[src/rtl/proc_pkg.sv]
// Shared types and field positions for the multicycle processor datapath.
// Instruction layout is the classic 32-bit R/I format.
package proc_pkg;

    localparam int DEF_DW = 32;
    localparam int DEF_AW = 5;

    localparam int OPC_MSB = 31;
    localparam int OPC_LSB = 26;
    localparam int RS_MSB  = 25;
    localparam int RS_LSB  = 21;
    localparam int RT_MSB  = 20;
    localparam int RT_LSB  = 16;
    localparam int RD_MSB  = 15;
    localparam int RD_LSB  = 11;
    localparam int IMM_MSB = 15;
    localparam int IMM_LSB = 0;
    localparam int FN_MSB  = 5;
    localparam int FN_LSB  = 0;

    localparam logic [5:0] OPC_RTYPE = 6'h00;

    typedef enum logic [2:0] {
        IDLE,
        WB,
        READ,
        CAPTURE,
        ISSUE
    } state_e;

    function automatic logic [31:0] sext16(input logic [15:0] v);
        return {{16{v[15]}}, v};
    endfunction

endpackage

[src/rtl/instr_fields.sv]
// Combinational split of an instruction word into selects, opcode, funct,
// sign-extended immediate and the destination register.
module instr_fields
    import proc_pkg::*;
(
    input  logic [31:0] ir_i,
    output logic [4:0]  rs_o,
    output logic [4:0]  rt_o,
    output logic [5:0]  opcode_o,
    output logic [5:0]  funct_o,
    output logic [31:0] imm_o,
    output logic [4:0]  dest_o
);

    assign rs_o     = ir_i[RS_MSB:RS_LSB];
    assign rt_o     = ir_i[RT_MSB:RT_LSB];
    assign opcode_o = ir_i[OPC_MSB:OPC_LSB];
    assign funct_o  = ir_i[FN_MSB:FN_LSB];
    assign imm_o    = sext16(ir_i[IMM_MSB:IMM_LSB]);

    // R-type writes rd; every other format writes rt.
    assign dest_o = (opcode_o == OPC_RTYPE) ? ir_i[RD_MSB:RD_LSB] : ir_i[RT_MSB:RT_LSB];

endmodule

[src/rtl/operand_fetch.sv]
// Operand-fetch / writeback sequencer: one register transaction in flight,
// instruction to op_valid in 3 cycles, ISSUE holds until op_ready.
module operand_fetch
    import proc_pkg::*;
#(
    parameter int DW = DEF_DW,
    parameter int AW = DEF_AW
) (
    input  logic          clk,
    input  logic          rst,
    input  logic          instr_valid,
    output logic          instr_ready,
    input  logic [DW-1:0] instr,
    input  logic          wb_valid,
    output logic          wb_ready,
    input  logic [AW-1:0] wb_rd,
    input  logic [DW-1:0] wb_data,
    output logic [AW-1:0] rs,
    output logic [AW-1:0] rt,
    output logic [AW-1:0] rd,
    output logic [DW-1:0] i_data,
    input  logic [DW-1:0] rf_data_a,
    input  logic [DW-1:0] rf_data_b,
    output logic          op_valid,
    input  logic          op_ready,
    output logic [DW-1:0] op_a,
    output logic [DW-1:0] op_b,
    output logic [DW-1:0] op_imm,
    output logic [5:0]    op_opcode,
    output logic [5:0]    op_funct,
    output logic [AW-1:0] op_rd
);

    state_e        state_q, state_d;
    logic [DW-1:0] ir_q;
    logic [AW-1:0] wb_rd_q;
    logic [DW-1:0] wb_data_q;
    logic [DW-1:0] op_a_q, op_b_q, op_imm_q;
    logic [5:0]    op_opcode_q, op_funct_q;
    logic [AW-1:0] op_rd_q;

    logic [4:0]  f_rs, f_rt, f_dest;
    logic [5:0]  f_opcode, f_funct;
    logic [31:0] f_imm;

    logic instr_fire, wb_fire, reading;

    instr_fields u_fields (
        .ir_i     (ir_q[31:0]),
        .rs_o     (f_rs),
        .rt_o     (f_rt),
        .opcode_o (f_opcode),
        .funct_o  (f_funct),
        .imm_o    (f_imm),
        .dest_o   (f_dest)
    );

    // A pending writeback blocks instruction acceptance so it lands first.
    assign wb_ready    = (state_q == IDLE);
    assign instr_ready = (state_q == IDLE) && !wb_valid;
    assign wb_fire     = wb_valid && wb_ready;
    assign instr_fire  = instr_valid && instr_ready;

    always_comb begin
        state_d = state_q;
        case (state_q)
            IDLE: begin
                if (wb_fire)         state_d = WB;
                else if (instr_fire) state_d = READ;
            end
            WB:      state_d = IDLE;
            READ:    state_d = CAPTURE;
            CAPTURE: state_d = ISSUE;
            ISSUE:   if (op_ready) state_d = IDLE;
            default: state_d = IDLE;
        endcase
    end

    always_ff @(posedge clk) begin
        if (rst) begin
            state_q     <= IDLE;
            ir_q        <= '0;
            wb_rd_q     <= '0;
            wb_data_q   <= '0;
            op_a_q      <= '0;
            op_b_q      <= '0;
            op_imm_q    <= '0;
            op_opcode_q <= '0;
            op_funct_q  <= '0;
            op_rd_q     <= '0;
        end else begin
            state_q <= state_d;
            if (instr_fire) ir_q <= instr;
            if (wb_fire) begin
                wb_rd_q   <= wb_rd;
                wb_data_q <= wb_data;
            end
            if (state_q == CAPTURE) begin
                op_a_q      <= rf_data_a;
                op_b_q      <= rf_data_b;
                op_imm_q    <= DW'(f_imm);
                op_opcode_q <= f_opcode;
                op_funct_q  <= f_funct;
                op_rd_q     <= AW'(f_dest);
            end
        end
    end

    // Zero selects elsewhere address the hardwired-zero register, i.e. no-op.
    assign reading = (state_q == READ) || (state_q == CAPTURE);
    assign rs      = reading ? AW'(f_rs) : '0;
    assign rt      = reading ? AW'(f_rt) : '0;
    assign rd      = (state_q == WB) ? wb_rd_q : '0;
    assign i_data  = wb_data_q;

    assign op_valid  = (state_q == ISSUE);
    assign op_a      = op_a_q;
    assign op_b      = op_b_q;
    assign op_imm    = op_imm_q;
    assign op_opcode = op_opcode_q;
    assign op_funct  = op_funct_q;
    assign op_rd     = op_rd_q;

endmodule

[config.mk]
export PLATFORM = sky130hd
export DESIGN_NAME = operand_fetch
export DESIGN_NICKNAME = d
export VERILOG_FILES = /design/src/rtl/proc_pkg.sv /design/src/rtl/instr_fields.sv /design/src/rtl/operand_fetch.sv
export SDC_FILE = /design/constraint.sdc
export NUM_CORES = 1
export LEC_CHECK = 0
export ABC_CLOCK_PERIOD_IN_PS = 3300
export CORE_MARGIN = 8
export CORE_UTILIZATION = 32
export CTS_CLUSTER_DIAMETER = 120
export DETAILED_ROUTE_END_ITERATION = 10
export DONT_BUFFER_PORTS = 1
export PLACE_DENSITY = 0.53
export SYNTH_ARGS = -nofsm -noshare
export SYNTH_HDL_FRONTEND = slang
export SYNTH_SLANG_ARGS = --single-unit
[constraint.sdc]
create_clock -name clk -period 3.3 [get_ports clk]
set_clock_uncertainty 0.15 [all_clocks]
set_input_delay 0.33 -clock clk [delete_from_list [all_inputs] [get_ports clk]]
set_output_delay 0.33 -clock clk [all_outputs]
set_load 0.005 [all_outputs]
==> results of run 1 <==
## state kept, by name, summed over array words and instances, names as in the netlist
signal / flops
i_data: 32
ir_q: 32
op_a: 32
op_b: 32
op_imm: 16
op_opcode: 6
op_rd: 5
wb_rd_q: 5
state_q: 3
## cell type report
class / count / area share
Timing Repair Buffer: 154 / 0.190
Tap cell: 265 / 0.0396
Clock inverter: 14 / 0.0230
Multi-Input combinational cell: 524 / 0.307
Inverter: 1 / 0.000448
Clock buffer: 18 / 0.0512
Sequential cell: 163 / 0.389
## report_power, final
group	leakage, nW	switching (W)	internal, W
Combinational	1.28	0.000237	0.000210
Sequential	1.32	0.0000770	0.00205
Clock	0.301	0.000870	0.00122
Total	2.91	0.00118	0.00348
## layout by cell type (no fill, tap or decap), types with 7 or more instances in the layout
cell type | Yosys | routed
and2_1 | 16 | 16
nand4b_1 | 32 | 32
nand2_1 | 246 | 246
a21oi_1 | 125 | 125
dfxtp_1 | 163 | 163
nand2b_1 | 34 | 34
dlygate4sd3_1 | 0 | 145
nor2_1 | 7 | 7
clkbuf_16 | 0 | 17
o21ai_0 | 16 | 16
o21ai_1 | 22 | 22
## cell families (layout without fill, tap and decap cells)
logic type             count (synthesis)  after routing  synth area share
and+or+nand+nor                      355            355             0.268
DFF                                  163            163             0.516
buffers and inverters                 85            187            0.0789
AOI/OAI and AO/OA                    169            169             0.137
## stage by stage
| step | instance area, sq um | hold WS [ns] | util | worst slack, ns |
|---|---|---|---|---|
| after floorplan | 6330 | 0.282 | - | 1.67 |
| after global placement | 6260 | 0.264 | 0.322 | 1.15 |
| after detailed placement | 6260 | 0.265 | 0.322 | 1.11 |
| after CTS | 8380 | 0.0974 | 0.431 | 0.718 |
| after global routing | 8380 | 0.0981 | 0.431 | 0.525 |
| final | 8380 | 0.114 | 0.431 | 0.733 |
## layer usage
layer	GRT usage	share of wire	vias up
met5	0	0	-
met4	0.0531	0.017	0
met3	0.0552	0.088	19
met2	0.243	0.47	186
met1	0.190	0.43	2529
li1	-	-	2709
## worst reg2reg max path: stages (launching register included)
cell and delay [ns]:
dfxtp_1 0.58, and3b_4 0.61, buf_12 0.33, nand2_1 0.13, a21oi_1 0.14, dlygate4sd3_1 0.57
## path summary, 6_finish.rpt
kind	from	to	slack, ns	cells past startpoint
worst min register to register	ir_q[1]$_SDFFE_PP0P_	op_imm[1]$_SDFFE_PP0N_	0.30	2
worst max register to register	state_q[0]$_SDFFE_PP0P_	op_imm[8]$_SDFFE_PP0N_	0.73	5
worst max-delay path	state_q[0]$_SDFFE_PP0P_	op_imm[8]$_SDFFE_PP0N_	0.73	5
worst min-delay path	instr_valid	ir_q[26]$_SDFFE_PP0P_	0.11	3
==> reports/metrics.yaml, run 1 <==
floorplanning:
  start_util: 0.325
  die_h_um: 157
  die_w_um: 157
  rows: 51
  core-area_sq_um: 19500
  dieArea_sq_um: 24500
  io_pins: 301
synthesis:
  synth_seq_cells: 163
  synth_edf_count: 0
  synth_area_leaders: "dfxtp_1 (52%), nand2_1 (15%), a21oi_1 (9.9%)"
  synthArstFlopShare: 0
  syn_nets: 910
  synth_area_per_cell_sq_um: 8.20
  ys_seq_area_frac: 0.516
  yosys.area.top_type: "dfxtp_1"
  syn_area_sq_um: 6330
  yosys-top-cells-count: "nand2_1 (246), dfxtp_1 (163), a21oi_1 (125)"
  synth_cell_types: 29
  synth_most_common_cell: "nand2_1"
  synth_flop_cell: "dfxtp_1"
  ys_warn_count: 0
  synthCells: 772
  synth_top_area_frac: 0.516
clocking:
  cts_tree: "yes"
  cts_made_buffers: 17
  clk_latency_ns: 0.41
  htree_levels: 4
  ctsResizeCount: 0
  clk_pin_slew_ns: 0.07
  cts_hold_buf: 147
  cts_setup_buffers: 0
  clock-sinks: 163
  clockBufferDepth: 2
  cts-root-buf: "clkbuf_16"
timing:
  worst_pin_slew_ns: 0.900
  fin_crit_sh: 0.778
  max_freq_mhz: 390
  max_slew_margin: 0.399
  tns_ns: 0
  final_max_slew_viol_count: 0
  rsz0062_at_grt: "false"
  hold_viol_final: 0
  setup_viol: 0
  layout_min_cycle_time_ns: 2.57
setup_path:
  critPathArrivalTime_ns: 2.77
  cpPeakStageDelay_ns: 0.61
  crit_slowest_cell: "and3b_4"
  path_cells: "and3b_4, buf_12, nand2_1, a21oi_1, dlygate4sd3_1"
  worstPathMaxFanout: 58
  worst-path-buf-inv: 2
  crit_family: "buffers and inverters"
  cp.required_ns: 3.51
  critical_path_class: "flip-flop to flip-flop"
  worstSetupEndpointType: "flip-flop"
  worst_setup_path_start_kind: "flip-flop"
place:
  post-dp-hpwl_mm: 12.3
  gp_routability_congestion: 0.776
  io_buffer_count: 0
  dpl.cell_count: 960
layout:
  final_cells: 1139
  syn_to_final_growth_pct: 32.4
  n_antenna_cell: 0
  nNetsFinal: 999
  fillers: 1925
  multi_input_area_sq_um: 2570
  ff_latch_area_sq_um: 3260
  drive_gt1_frac: 0.0503
detailed_routing:
  wirelength_mm: 19.9
  route.detailed.drc: 0
  avgViaCountPerCell: 4.78
  vias: 5443
  antenna_left: 0
  post_drt_wl_per_cell_um: 17.4
  firstDrtPassIters: 4
  detail_route.iter0.violations: 391
global_routing:
  grt_overflow_total: 0
  grt_usage: 0.154
  antenna_found_initial: 0
  grt_first_pass_wirelength_mm: 29.9
  grt_pass1_vias: 5381
  grt_max_degree: 183
run_status:
  outcome: "finished, final reports clean"
power_and_ir_drop:
  powerDensity_nw_per_um2: 557
  vdd_drop_max_uv: 355
  finalPower_w: 0.00467
  leakage_nw: 2.91
job:
  max_cap_violations: 0
hold_path:
  min_path_type: "primary input to flip-flop"
Note: power is estimated with default switching activity, not from simulation.
==> inputs of run 2 (changes only) <==
--- a/config.mk
+++ b/config.mk
@@ -5,7 +5,7 @@
 export SDC_FILE = /design/constraint.sdc
 export NUM_CORES = 1
 export LEC_CHECK = 0
-export ABC_CLOCK_PERIOD_IN_PS = 3300
+export ABC_CLOCK_PERIOD_IN_PS = 2700
 export CORE_MARGIN = 8
 export CORE_UTILIZATION = 32
 export CTS_CLUSTER_DIAMETER = 120
==> constraint.sdc (replaced) <==
create_clock -name clk -period 2.7 [get_ports clk]
set_clock_uncertainty 0.15 [all_clocks]
set_input_delay 0.27 -clock clk [delete_from_list [all_inputs] [get_ports clk]]
set_output_delay 0.27 -clock clk [all_outputs]
set_load 0.005 [all_outputs]
==> run 2 against run 1 <==
Sequential power increased by 22%; sequential share of layout area decreased by 1.7 points; setup slack got worse by 0.48 ns; first-iteration DRC count increased by 9.5%; maximum frequency increased by 5.0%; register-to-register slack got worse by 0.48 ns; combinational power increased by 24%; critical path depth unchanged; power increased by 17%; cell count increased by 4.0%; critical path type unchanged; critical endpoint is now op_rd[2]$_SDFFE_PP0N_; largest cell class unchanged.
==> reports/metrics.yaml, run 2 (same netlist as run 1, synthesis figures left out) <==
layout:
  nNetsFinal: 1046  # +4.7%
  fin_util: 0.450  # +0.0192
  syn_to_final_growth_pct: 38.3
  drive_gt1_frac: 0.0500  # -0.000343
  n_antenna_cell: 0  # unchanged
  final_cells: 1185  # +4.0%
  layout_commonest_cell: "nand2_1"
  layout_common_cells: "nand2_1 (246), dlygate4sd3_1 (190), dfxtp_1 (163)"
detailed_routing:
  avgViaCountPerCell: 4.82  # +0.94%
  route.detailed.drc: 0  # unchanged
  firstDrtPassIters: 5  # +1
  wirelength_mm: 20.9  # +4.9%
  vias: 5716  # +5.0%
  antenna_left: 0  # unchanged
  detail_route.iter0.violations: 428  # +9.5%
  post_drt_wl_per_cell_um: 17.6  # +0.87%
timing:
  setup_viol: 0  # unchanged
  worst_pin_slew_ns: 0.857  # -0.0422 ns
  whs_ns: 0.0680  # -0.0458 ns
  max_slew_margin: 0.428  # +0.0286
  rsz0062_at_grt: "false"
  tns_ns: 0  # unchanged
  fin_crit_sh: 0.906  # +0.128
  max_freq_mhz: 409  # +5.0%
  hold_viol_final: 0  # unchanged
  layout_min_cycle_time_ns: 2.44  # -0.122 ns
  final_max_slew_viol_count: 0  # unchanged
floorplanning:
  core-area_sq_um: 19500  # unchanged
  dieArea_sq_um: 24500  # unchanged
  rows: 51  # unchanged
  io_pins: 301  # unchanged
  die_w_um: 157  # unchanged
  start_util: 0.325  # unchanged
  die_h_um: 157  # unchanged
clocking:
  ctsResizeCount: 0  # unchanged
  cts_hold_buf: 191  # +30%
  cts_tree: "yes"
  clk_latency_ns: 0.41  # about the same
  cts_made_buffers: 17  # unchanged
  cts-root-buf: "clkbuf_16"
  cts_setup_buffers: 0  # unchanged
  clk_pin_slew_ns: 0.07  # about the same
  htree_levels: 4  # unchanged
  clock-sinks: 163  # unchanged
  clockBufferDepth: 2  # unchanged
power_and_ir_drop:
  finalPower_w: 0.00547  # +17%
  vdd_drop_max_uv: 389  # +9.5%
  powerDensity_nw_per_um2: 625  # +12%
  leakage_nw: 3.06  # +5.2%
setup_path:
  worstPathMaxFanout: 49  # -16%
  worstSetupEndpointType: "flip-flop"
  r2r_cells: 5  # unchanged
  rr_startpoint: "state_q[0]$_SDFFE_PP0P_"
  rrSetupSlack_ns: 0.26  # -0.48 ns
  worst_setup_path_start_kind: "flip-flop"
  critical_path_class: "flip-flop to flip-flop"
  cp.required_ns: 2.91  # -0.60 ns
  critPathArrivalTime_ns: 2.65  # -0.12 ns
  rr_endpoint: "op_rd[2]$_SDFFE_PP0N_"
global_routing:
  grt_first_pass_wirelength_mm: 31.9  # +6.4%
  grt_max_degree: 150  # -18%
  antenna_found_initial: 0  # unchanged
  grt_pass1_vias: 5781  # +7.4%
  grt_overflow_total: 0  # unchanged
  grt_usage: 0.163  # +0.00977
job:
  max_cap_violations: 0  # unchanged
hold_path:
  min_path_type: "primary input to flip-flop"
  hold_depth: 3  # unchanged
  hold_end: "state_q[1]$_SDFFE_PP0P_"
  min-delay-start: "op_ready"
place:
  io_buffer_count: 0  # unchanged
  dpl.cell_count: 963  # +0.31%
  post-dp-hpwl_mm: 12.6  # +2.2%
  gp_routability_congestion: 0.741  # -4.6%
run_status:
  outcome: "finished, final reports clean"
-- run 2: changes by cell type in the layout (fill, tap and decap cells not counted) --
cell / delta
buf_12: -2
inv_8: -2
clkinv_2: +3
clkinv_4: -1
dlygate4sd3_1: +45
clkbuf_1: -1
bufinv_16: -2
buf_4: +4
inv_6: -1
clkinvlp_4: +3
-- run 2: power breakdown --
part / total, W / leakage [nW] / internal [W] / switching (W)
Combinational: 0.000556 / 1.47 / 0.000276 / 0.000280
Sequential: 0.00260 / 1.32 / 0.00251 / 0.0000935
Clock: 0.00231 / 0.263 / 0.00127 / 0.00104
-- run 2: how the worst max path moves through the flow --
| stage | from | endpoint | slack (ns) | cells past startpoint |
|---|---|---|---|---|
| after floorplan | state_q[0]$_SDFFE_PP0P_ | i_data[10]$_SDFFE_PP0P_ | 1.07 | 6 |
| after global placement | state_q[0]$_SDFFE_PP0P_ | op_a[15]$_SDFFE_PP0N_ | 0.80 | 4 |
| after detailed placement | state_q[0]$_SDFFE_PP0P_ | op_a[0]$_SDFFE_PP0N_ | 0.79 | 4 |
| after CTS | state_q[0]$_SDFFE_PP0P_ | op_rd[2]$_SDFFE_PP0N_ | 0.26 | 5 |
| after global routing | state_q[1]$_SDFFE_PP0P_ | op_rd[4]$_SDFFE_PP0N_ | 0.09 | 5 |
| final | state_q[0]$_SDFFE_PP0P_ | op_rd[2]$_SDFFE_PP0N_ | 0.26 | 5 |
-- run 2: routing by layer --
| layer | wire, um | up-vias | GRT usage |
|---|---|---|---|
| li1 | - | 2810 | - |
| met1 | 8280 | 2647 | 0.189 |
| met2 | 10100 | 227 | 0.272 |
| met3 | 1980 | 32 | 0.0579 |
| met4 | 462 | 0 | 0.0636 |
| met5 | 0 | - | 0 |
-- run 2: area by class of cell --
| cell class | instances | area (sq um) |
|---|---|---|
| inverter | 1 | 3.75 |
| sequential | 163 | 3260 |
| timing repair buffer | 201 | 2030 |
| tap | 265 | 332 |
| multi-input combinational | 524 | 2570 |
| fill | 1917 | 10700 |
| clock buffer | 17 | 425 |
| clock inverter | 14 | 130 |
-- run 2: stage by stage --
step | setup slack (ns) | cell area, sq um
after floorplan | 1.07 | 6330
after global placement | 0.804 | 6270
after detailed placement | 0.785 | 6270
after CTS | 0.257 | 8750
after global routing | 0.0858 | 8750
final | 0.255 | 8750
-- run 2: worst max-delay path, stage by stage, from the launching register on --
cell	delay (ns)
dfxtp_1	0.58
and3b_4	0.49
buf_12	0.27
nor2_1	0.07
a311oi_1	0.23
dlygate4sd3_1	0.57
==> inputs of run 3 (changes only) <==
--- a/config.mk
+++ b/config.mk
@@ -8,10 +8,13 @@
 export ABC_CLOCK_PERIOD_IN_PS = 2700
 export CORE_MARGIN = 8
 export CORE_UTILIZATION = 32
+export CTS_BUF_LIST = sky130_fd_sc_hd__clkbuf_8
 export CTS_CLUSTER_DIAMETER = 120
 export DETAILED_ROUTE_END_ITERATION = 10
 export DONT_BUFFER_PORTS = 1
+export MAX_ROUTING_LAYER = met4
 export PLACE_DENSITY = 0.53
+export SLEW_MARGIN = 20
 export SYNTH_ARGS = -nofsm -noshare
 export SYNTH_HDL_FRONTEND = slang
 export SYNTH_SLANG_ARGS = --single-unit
==> run 3 against run 2 <==
First-iteration DRC count up 10%; critical path type unchanged; highest routed layer unchanged; wire length down 0.33%; critical path depth is the same; via count fell by 1.3%; die area stayed put.
==> reports/metrics.yaml, run 3 (same netlist as run 1, synthesis figures left out) <==
timing:
  rsz0062_at_grt: "false"
  hold_viol_final: 0  # unchanged
  layout_min_cycle_time_ns: 2.44  # -0.00380 ns
  setup_viol: 0  # unchanged
  final_max_slew_viol_count: 0  # unchanged
  whs_ns: 0.0333  # -0.0347 ns
  worst_pin_slew_ns: 0.857  # -0.000808 ns
  max_freq_mhz: 410  # +0.16%
  max_slew_margin: 0.428  # +0.000539
  fin_crit_sh: 0.904  # -0.00141
  tns_ns: 0  # unchanged
  finalWorstSetupSlack_ns: 0.259  # +0.00380 ns
floorplanning:
  dieArea_sq_um: 24500  # unchanged
  die_w_um: 157  # unchanged
  core-area_sq_um: 19500  # unchanged
  die_h_um: 157  # unchanged
  start_util: 0.325  # unchanged
  rows: 51  # unchanged
  io_pins: 301  # unchanged
detailed_routing:
  drt-met1-wl_mm: 8.65  # +4.4%
  route.detailed.drc: 0  # unchanged
  antenna_left: 0  # unchanged
  wirelength_mm: 20.8  # -0.33%
  post_drt_wl_per_cell_um: 17.7  # +0.78%
  wl_met3_mm: 1.76  # -11%
  avgViaCountPerCell: 4.81  # -0.20%
  highest_layer: "met4"
  firstDrtPassIters: 5  # unchanged
  detail_route.iter0.violations: 471  # +10%
  vias: 5642  # -1.3%
  met2_length_mm: 9.99  # -1.4%
power_and_ir_drop:
  p_comb_frac: 0.115  # +0.013
  pwr-share-seq: 0.534  # +0.058
  p_sw_w: 0.00135  # -4.0%
  leakage_nw: 2.93  # -4.0%
  intPower_w: 0.00351  # -13%
  vdd_drop_max_uv: 302  # -22%
  swShare: 0.278  # +0.0203
  p_clk_frac: 0.350  # -0.072
  powerDensity_nw_per_um2: 576  # -7.7%
layout:
  layout_commonest_cell: "nand2_1"
  n_antenna_cell: 0  # unchanged
  nNetsFinal: 1033  # -1.2%
  syn_to_final_growth_pct: 33.4
  drive_gt1_frac: 0.0518  # +0.00182
  layout_common_cells: "nand2_1 (246), dlygate4sd3_1 (176), dfxtp_1 (163)"
global_routing:
  grt_max_degree: 154  # +2.7%
  grt_usage: 0.165  # +0.00202
  grt_pass1_vias: 5695  # -1.5%
  grt_first_pass_wirelength_mm: 31.3  # -1.8%
  grt_overflow_total: 0  # unchanged
  antenna_found_initial: 0  # unchanged
clocking:
  cts_hold_buf: 178  # -6.8%
  cts_tree: "yes"
  ctsResizeCount: 0  # unchanged
  cts_made_buffers: 17  # unchanged
  cts-root-buf: "clkbuf_8"
  clock-sinks: 163  # unchanged
  clockBufferDepth: 2  # unchanged
  clk_latency_ns: 0.45  # +0.04 ns
  clk_pin_slew_ns: 0.10  # +0.03 ns
  htree_levels: 4  # unchanged
  cts_setup_buffers: 0  # unchanged
place:
  post-dp-hpwl_mm: 12.6  # unchanged
  io_buffer_count: 0  # unchanged
  detailedPlace.worstSlack_ns: 0.785  # unchanged
  gp_routability_congestion: 0.750  # +1.2%
setup_path:
  crit_path_start: "state_q[0]$_SDFFE_PP0P_"
  rrSetupSlack_ns: 0.26  # about the same
  worst_setup_path_start_kind: "flip-flop"
  endpoint: "op_rd[2]$_SDFFE_PP0N_"
  critPathArrivalTime_ns: 2.69  # +0.04 ns
  worst-path-buf-inv: 2  # unchanged
  worstPathMaxFanout: 49  # unchanged
  cpPeakStageDelay_ns: 0.59  # about the same
  path_cells: "and3b_4, buf_12, nor2_1, a311oi_1, dlygate4sd3_1"
  rr_startpoint: "state_q[0]$_SDFFE_PP0P_"
  rr_endpoint: "op_rd[2]$_SDFFE_PP0N_"
  crit_family: "buffers and inverters"
  critical_path_class: "flip-flop to flip-flop"
  cp.required_ns: 2.95  # +0.04 ns
  r2r_cells: 5  # unchanged
  worstSetupEndpointType: "flip-flop"
  crit_slowest_cell: "dfxtp_1"
  cp.depth: 5  # unchanged
run_status:
  outcome: "finished, final reports clean"
hold_path:
  min_path_type: "primary input to flip-flop"
job:
  max_cap_violations: 0  # unchanged
run 3: worst register-to-register path: stages, from the launching register on:
cell	delay (ns)
dfxtp_1	0.59
and3b_4	0.49
buf_12	0.27
nor2_1	0.08
a311oi_1	0.23
dlygate4sd3_1	0.58
run 3: per-layer routing:
metal / global-route usage / vias up
li1: - / 2783
met1: 0.190 / 2620
met2: 0.270 / 215
met3: 0.0496 / 24
met4: 0.0590 / 0
met5: - / -
run 3: power by group through the flow:
stage | Sequential, W | Combinational, W | Clock, W
4_1_cts | 0.00260 | 0.000564 | 0.00179
3_3_place_gp | 0.00266 | 0.000332 | 0
3_5_place_dp | 0.00266 | 0.000337 | 0
5_1_grt | 0.00262 | 0.000617 | 0.00189
6_report | 0.00260 | 0.000562 | 0.00170
2_1_floorplan | 0.00262 | 0.000329 | 0
run 3: how the worst min path moves through the flow:
| stage | startpoint | endpoint | cells after the start |
|---|---|---|---|
| after detailed placement | rst | op_imm[3]$_SDFFE_PP0N_ | 1 |
| after global placement | rst | op_opcode[3]$_SDFFE_PP0N_ | 1 |
| after global routing | instr_valid | ir_q[28]$_SDFFE_PP0P_ | 3 |
| final | instr_valid | state_q[1]$_SDFFE_PP0P_ | 3 |
| after CTS | instr_valid | ir_q[22]$_SDFFE_PP0P_ | 3 |
| after floorplan | wb_rd[0] | wb_rd_q[0]$_SDFFE_PP0P_ | 2 |
run 3: area by class of cell:
class | instances | area (sq um)
Clock inverter | 14 | 130
Tap cell | 265 | 332
Clock buffer | 17 | 234
Multi-Input combinational cell | 524 | 2570
Timing Repair Buffer | 188 | 1910
Inverter | 1 | 3.75
Sequential cell | 163 | 3260
Fill cell | 1941 | 11000
run 3: through the flow:
stage	area [sq um]	util	total power [W]	instances
floorplan	6330	-	0.00294	772
global placement	6270	0.322	0.00299	963
CTS	8440	0.434	0.00496	1172
detailed placement	6270	0.322	0.00299	963
global route	8440	0.434	0.00512	1172
finish	8440	0.434	0.00486	1172
